### src/rtl/i2s_codec_if.sv
// rtl/i2s_codec_if.sv - Philips I2S master: BCLK/LRCK generation, tx holding register, rx pair capture.
module i2s_codec_if #(
    parameter int DATA_W    = 16,
    parameter int BCLK_HALF = 2
) (
    input  logic              clk,
    input  logic              rst_n,
    input  logic              en,
    input  logic [DATA_W-1:0] tx_l,
    input  logic [DATA_W-1:0] tx_r,
    input  logic              tx_valid,
    output logic              tx_ready,
    output logic              tx_underrun,
    output logic [DATA_W-1:0] rx_l,
    output logic [DATA_W-1:0] rx_r,
    output logic              rx_valid,
    output logic              i2s_bclk,
    output logic              i2s_lrck,
    output logic              i2s_dacdat,
    input  logic              i2s_adcdat
);

    localparam int DIV_W = (BCLK_HALF > 1) ? $clog2(BCLK_HALF) : 1;
    localparam logic [DIV_W-1:0] DIV_MAX = DIV_W'(BCLK_HALF - 1);
    localparam logic [4:0] LAST_P = 5'(DATA_W);

    logic [DIV_W-1:0]  div_cnt;
    logic [5:0]        bit_cnt;
    logic              hold_full;
    logic [DATA_W-1:0] hold_l, hold_r;
    logic [DATA_W-1:0] sh_l, sh_r;
    logic [DATA_W-1:0] rx_sh_l, rx_sh_r;
    logic              rx_armed;

    logic              div_tc, fall_ev, rise_ev, frame_start, transfer;
    logic [5:0]        bit_nxt;
    logic [4:0]        p_nxt, p_cur;
    logic [DATA_W-1:0] rx_shr_nxt;

    assign div_tc      = en && (div_cnt == DIV_MAX);
    assign fall_ev     = div_tc && i2s_bclk;
    assign rise_ev     = div_tc && !i2s_bclk;
    assign bit_nxt     = bit_cnt + 6'd1;
    assign p_nxt       = bit_nxt[4:0];
    assign p_cur       = bit_cnt[4:0];
    assign frame_start = fall_ev && (bit_cnt == 6'd63);
    assign transfer    = tx_valid && tx_ready;
    assign rx_shr_nxt  = (rx_sh_r << 1) | DATA_W'(i2s_adcdat);

    // Holding register; tx_ready mirrors "empty" but stays low during reset.
    always_ff @(posedge clk or negedge rst_n) begin
        if (!rst_n) begin
            hold_full   <= 1'b0;
            hold_l      <= '0;
            hold_r      <= '0;
            tx_ready    <= 1'b0;
            tx_underrun <= 1'b0;
        end else begin
            tx_underrun <= frame_start && !hold_full;
            if (transfer) begin
                hold_l    <= tx_l;
                hold_r    <= tx_r;
                hold_full <= 1'b1;
                tx_ready  <= 1'b0;
            end else if (frame_start) begin
                hold_full <= 1'b0;
                tx_ready  <= 1'b1;
            end else begin
                tx_ready  <= !hold_full;
            end
        end
    end

    always_ff @(posedge clk or negedge rst_n) begin
        if (!rst_n) begin
            div_cnt    <= '0;
            i2s_bclk   <= 1'b0;
            bit_cnt    <= 6'd63;
            i2s_lrck   <= 1'b0;
            i2s_dacdat <= 1'b0;
            sh_l       <= '0;
            sh_r       <= '0;
        end else if (!en) begin
            div_cnt    <= '0;
            i2s_bclk   <= 1'b0;
            bit_cnt    <= 6'd63;
            i2s_lrck   <= 1'b0;
            i2s_dacdat <= 1'b0;
        end else if (div_tc) begin
            div_cnt  <= '0;
            i2s_bclk <= !i2s_bclk;
            if (i2s_bclk) begin
                bit_cnt    <= bit_nxt;
                i2s_lrck   <= bit_nxt[5];
                i2s_dacdat <= 1'b0;
                // Slot position 0 is the delay bit, so loading here costs no output bit.
                if (frame_start) begin
                    sh_l <= hold_full ? hold_l : '0;
                    sh_r <= hold_full ? hold_r : '0;
                end else if (p_nxt != 5'd0 && p_nxt <= LAST_P) begin
                    if (bit_nxt[5]) begin
                        i2s_dacdat <= sh_r[DATA_W-1];
                        sh_r       <= sh_r << 1;
                    end else begin
                        i2s_dacdat <= sh_l[DATA_W-1];
                        sh_l       <= sh_l << 1;
                    end
                end
            end
        end else begin
            div_cnt <= div_cnt + 1'b1;
        end
    end

    // rx_armed blocks capture during the idle bit_cnt=63 slot before the first frame.
    always_ff @(posedge clk or negedge rst_n) begin
        if (!rst_n) begin
            rx_sh_l  <= '0;
            rx_sh_r  <= '0;
            rx_l     <= '0;
            rx_r     <= '0;
            rx_valid <= 1'b0;
            rx_armed <= 1'b0;
        end else begin
            rx_valid <= 1'b0;
            if (!en) begin
                rx_armed <= 1'b0;
                rx_sh_l  <= '0;
                rx_sh_r  <= '0;
            end else if (frame_start) begin
                rx_armed <= 1'b1;
            end else if (rise_ev && rx_armed && p_cur != 5'd0 && p_cur <= LAST_P) begin
                if (bit_cnt[5]) begin
                    rx_sh_r <= rx_shr_nxt;
                    if (p_cur == LAST_P) begin
                        rx_l     <= rx_sh_l;
                        rx_r     <= rx_shr_nxt;
                        rx_valid <= 1'b1;
                    end
                end else begin
                    rx_sh_l <= (rx_sh_l << 1) | DATA_W'(i2s_adcdat);
                end
            end
        end
    end

endmodule

### config.mk
export PLATFORM = sky130hd
export DESIGN_NAME = i2s_codec_if
export DESIGN_NICKNAME = d
export VERILOG_FILES = /design/src/rtl/i2s_codec_if.sv
export SDC_FILE = /design/constraint.sdc
export NUM_CORES = 1
export LEC_CHECK = 0
export CORE_UTILIZATION = 52
export DETAILED_ROUTE_END_ITERATION = 12
export HOLD_SLACK_MARGIN = 0.15
export PLACE_DENSITY = 0.85
export SLEW_MARGIN = 15
export SYNTH_ARGS = -nofsm -noshare
export SYNTH_HDL_FRONTEND = slang
export SYNTH_SLANG_ARGS = --single-unit
### constraint.sdc
create_clock -name clk -period 3.3 [get_ports clk]
set_input_delay 0.495 -clock clk [delete_from_list [all_inputs] [get_ports clk]]
set_output_delay 0.495 -clock clk [all_outputs]
set_load 0.05 [all_outputs]
## Word-level counts from Yosys, hierarchy flattened

Index checks and enable logic that the tools add are counted.

- Bits in registers: 142
- Bits of input ports: 37
- Output and inout port bits: 38
- Word-level logic and storage cells: 101

- $add $sub $neg: 2
- Magnitude comparators: 2
- Eq/ne operators: 10
- Muxes and demuxes: 43
- Bitwise operators: 3
- Reductions and logical operators: 23

Operators with widths:

| operator | number |
|---|---|
| 2-to-1 mux 16 bit | 12 |
| 2-to-1 mux 15 bit | 4 |
| bitwise OR 16 x 1 -> 16 bit | 2 |
| 2-to-1 mux 1 bit | 24 |
| 2-to-1 mux 6 bit | 3 |
| AND reduction 5 bit | 3 |
| <= comparator 5 bit, second input constant | 2 |
| logical AND 1 bit | 10 |
| != test 2 x 1 -> 1 bit, second input constant | 5 |
| nonzero test 5 bit | 2 |
| adder 6 x 1 -> 6 bit, second input constant | 1 |
| == test 6 bit, second input constant | 1 |
| != test 2 bit, second input constant | 3 |
| AND reduction 3 bit | 2 |
| nonzero test 2 bit | 3 |
| == test 5 bit, second input constant | 1 |
| zero test 1 bit | 2 |
| AND reduction 2 bit | 1 |
| adder 1 bit, second input constant | 1 |
| NOT 1 bit | 1 |

## Logic depth before layout (Yosys ltp)

- Depth after elaboration: 8
- Depth in mapped cells: 9

## Worst setup path before layout

OpenSTA, ideal clock, no wires.

- Kind: flip-flop to flip-flop
- From: register i2s_bclk
- To: register sh_l[10]
- Arrival: 1,935 ps
- Slack: 1,239 ps
- Stages on the path, launching flop included: 7
- Clock period less this slack: 2,061 ps
- Cells stage by stage: dfrtp_1 -> and2_1 -> nand2_1 -> nor4_4 -> nor2_2 -> buf_6 -> a221o_1

- Cells in the longest elaborated chain, start to end: 4
- Elaborated cells between the ends (all ways): 6
- Classes of those cells: eq/ne: 1; mux: 1; reduce/logical: 4

Ends and longest elaborated chain:

| item | RTL line | RTL |
|---|---|---|
| start, declared | 17 | `output logic i2s_bclk,` |
| start signal, assigned | 91 | `i2s_bclk <= !i2s_bclk;` |
| logical AND 1 bit | 41 | `assign fall_ev = div_tc && i2s_bclk;` |
| logical AND 1 bit | 46 | `assign frame_start = fall_ev && (bit_cnt == 6'd63);` |
| != test 2 bit (no line) or nonzero test 2 bit (tied branches) | -- |  |
| AND reduction 5 bit (no line) | -- |  |
| end signal, assigned | 98 | `sh_l <= hold_full ? hold_l : '0;` |
| end signal, assigned | 106 | `sh_l <= sh_l << 1;` |
| end, declared | 31 | `logic [DATA_W-1:0] sh_l, sh_r;` |

Parallel ways exist; a longest one is shown, timed or not.
A chain may end at the register's enable or synchronous reset.

## Final worst setup path

- From: register bit_cnt[0]
- To: register rx_sh_r[12]

- Cells in the longest elaborated chain, start to end: 5
- Elaborated cells between the ends (all ways): 9
- Classes of those cells: order compare: 1; eq/ne: 3; reduce/logical: 5

Ends and longest elaborated chain:

| item | RTL line | RTL |
|---|---|---|
| start, declared | 28 | `logic [5:0] bit_cnt;` |
| start signal, assigned | 93 | `bit_cnt <= bit_nxt;` |
| branches (longest 4 deep; another with <= comparator 5 bit) | -- |  |
| AND reduction 3 bit (no line) (*) | -- |  |
| end signal, assigned | 134 | `rx_sh_r <= rx_shr_nxt;` |
| end, declared | 32 | `logic [DATA_W-1:0] rx_sh_l, rx_sh_r;` |

Every way passes the cells marked *.

==> impl_metrics.json <==
{
  "status": "completed",
  "setup.worst_path.end_class": "flop",
  "drive_gt1_share_pct": 22.7,
  "power_switching_mw": 1.22,
  "dieArea_mm2": 0.0116,
  "vias_per_cell": 5.49,
  "synth_fp_nets": 461,
  "fin_crit_sh_pct": 74.6,
  "critPathTopFamily": "compound AO/OA/AOI/OAI gates",
  "drtAntennaViolNets": 0,
  "cts_tree": "yes",
  "htree_levels": 4,
  "p_per_area_mw_per_mm2": 681,
  "portBuffers": 74,
  "cap_violations": 0,
  "yosys.area.top_type": "dfrtp_1",
  "internal-power_mw": 3.72,
  "cts_setup_buffers": 0,
  "fin_util_pct": 66.9,
  "async_flop_share_pct": 100,
  "clk_pin_slew_ns": 0.06,
  "synth_area_per_cell_um2": 13.7,
  "arrival_ns": 2.91,
  "drc": 0,
  "slew_viol_final": 0,
  "area_growth_pct": 25.1,
  "critPathMaxStageDelay_ns": 0.84,
  "synth_flop_cell": "dfrtp_1",
  "fmax_mhz": 406,
  "cp.buffers_inverters": 1,
  "grtUsageTotal_pct": 19.8,
  "synth_warnings": 0,
  "seqPwrFrac_pct": 48.7,
  "diodes": 0,
  "synth_seq_cells": 142,
  "irDropWorstVdd_v": 0.000444,
  "cts_root_buffer": "clkbuf_8",
  "slowest_stage": "a21boi_1",
  "wl_mm": 10.1,
  "holdWs_ns": 0.493,
  "setup_ws_ns": 0.837,
  "startpoint_type": "flop",
  "wl_per_cell_um": 15.6,
  "hpwlAfterDp_mm": 6.40,
  "sw_frac_of_total_pct": 24.7,
  "post_synth_num_cell_types": 42,
  "synth_edf_count": 0,
  "placed_cell_area_mm2": 0.00665,
  "hold_path.class": "flop to flop",
  "grt_max_degree": 84,
  "setup-tns-final_ns": 0,
  "min_period_ns": 2.46,
  "die_h_um": 108,
  "initial_core_util_pct": 53.5,
  "nets": 539,
  "final_hold_viol_count": 0,
  "firstDrtPassIters": 4,
  "p_leak_nw": 3.38,
  "grt_pass1_wl_mm": 17.4,
  "drtIter0Drc": 141,
  "fp.dieW_um": 108,
  "grt_setup_unrepaired": "no",
  "dp_slack_ns": 0.637,
  "netlist_instances": 422,
  "overflow": 0,
  "critical_path_class": "flop to flop",
  "combinationalPowerShare_pct": 13.3,
  "slew-limit-headroom_pct": 29.0,
  "placed_cells": 620,
  "power_mw": 4.94,
  "gp_congestion": 0.768,
  "yosysSeqAreaShare_pct": 61.5,
  "clockBufferDepth": 2,
  "cts.sinks": 142,
  "synth_area_mm2": 0.00579,
  "cp_max_fo": 15,
  "vias": 3581,
  "worst_pin_slew_ns": 1.06,
  "synth_area_leaders": "dfrtp_1 59%, mux2_2 12%, mux2i_1 5.5%",
  "cts_buffers": 17,
  "clock_power_share_pct": 38.1,
  "grt_pass1_vias": 3725,
  "finalInstanceArea_mm2": 0.00725,
  "num_rows": 38,
  "crit_chain": "inv_1 -> ha_1 -> nor3b_2 -> xnor2_1 -> nor2_1 -> a21boi_1 -> a22o_1",
  "setup_viol": 0,
  "antenna_found_initial": 0,
  "crit_required_ns": 3.75,
  "finClkSkew_ns": 0.0124,
  "clock_latency_ns": 0.52,
  "fin_cells": 652,
  "synth_top_area_share_pct": 58.7,
  "io_pins": 75,
  "coreArea_mm2": 0.0108
}
==> power groups by stage <==
stage / Sequential (mW) / Clock [mW] / Combinational, mW
final: 2.40 / 1.88 / 0.655
after detailed placement: 2.42 / 0 / 0.664
after global routing: 2.46 / 1.99 / 0.738
after global placement: 2.41 / 0 / 0.616
after floorplan: 2.34 / 0 / 0.503
after CTS: 2.40 / 1.92 / 0.668
==> synth_stat cells (all sizes together), types with 4 or more instances <==
cell type / instances
dfrtp: 136
mux2: 64
mux2i: 32
nand3: 19
nand2: 17
nor2b: 17
and3: 16
buf: 16
o21ai: 16
a22o: 15
a221o: 13
clkbuf: 10
dfstp: 6
inv: 6
nor2: 5
xnor2: 4
xor2: 4
==> cell usage in the layout (no fill, tap or decap), types with 6 or more instances in the layout <==
master	count
dfstp_2	6
nand3_1	19
a221o_1	13
inv_1	6
dfrtp_1	136
mux2i_1	32
clkbuf_16	16
buf_4	10
nand2_1	17
a22o_1	15
mux2_2	64
o21ai_1	9
nor2b_1	17
and3_1	16
o21ai_0	7
clkdlybuf4s50_1	73
==> layer usage <==
layer	routed length [µm]	GRT usage, %	vias to the layer above
li1	-	-	1672
met1	4570	24.3	1808
met3	480	6.60	12
met2	4970	32.2	89
met4	131	8.02	0
met5	0	0	-
==> final cells by class <==
type / instances / area, µm²
Clock buffer: 21 / 449
Fill cell: 808 / 3590
Sequential cell: 142 / 3560
Multi-Input combinational cell: 248 / 2080
Timing Repair Buffer: 85 / 827
Tap cell: 140 / 175
Clock inverter: 10 / 139
Inverter: 6 / 22.5
==> worst paths after layout <==
kind	startpoint	endpoint	slack [ns]	depth (start not counted)
max	bit_cnt[0]$_DFFE_PN1P_	rx_sh_r[12]$_DFFE_PN0P_	0.84	7
min	rx_armed$_DFFE_PN0P_	rx_armed$_DFFE_PN0P_	0.49	2
max reg2reg	bit_cnt[0]$_DFFE_PN1P_	rx_sh_r[12]$_DFFE_PN0P_	0.84	7
min reg2reg	rx_armed$_DFFE_PN0P_	rx_armed$_DFFE_PN0P_	0.49	2
max in group asynchronous	rst_n	rx_r[5]$_DFFE_PN0P_	1.79	3
min in group asynchronous	rst_n	rx_l[12]$_DFFE_PN0P_	0.59	2
==> registers in the layout, summed over array words and instances, names as in the netlist, 6 cells and up <==
| name | count |
|---|---|
| rx_r | 16 |
| sh_l | 16 |
| sh_r | 16 |
| rx_l | 16 |
| bit_cnt | 6 |
| rx_sh_l | 16 |
| hold_r | 16 |
| hold_l | 16 |
| rx_sh_r | 15 |
==> worst register-to-register path: stages (launching register included) <==
cell and delay [ns]:
dfstp_2 0.58, inv_1 0.06, ha_1 0.19, nor3b_2 0.17, xnor2_1 0.22, nor2_1 0.07, a21boi_1 0.84, a22o_1 0.29
==> timing repair <==
action	4_1_cts	5_1_grt
hold endpoints to repair	75	0
endpoints found under the setup margin	0	0
resized for setup	0	0
hold buffers	1	0
==> logic make-up (layout without fill, tap and decap cells) <==
logic type                 count (synthesis)  after routing  share of synthesized area, %
DFF                                      142            142                          61.5
muxes                                     96             96                          18.0
and+or+nand+nor                           87             87                          8.79
AOI/OAI and AO/OA                         55             55                          7.45
buffers and inverters                     32            122                          2.70
xor gates and xnor gates                   8              8                          1.21
adders and majority gates                  2              2                         0.432
(Power assumes the default switching activity.)
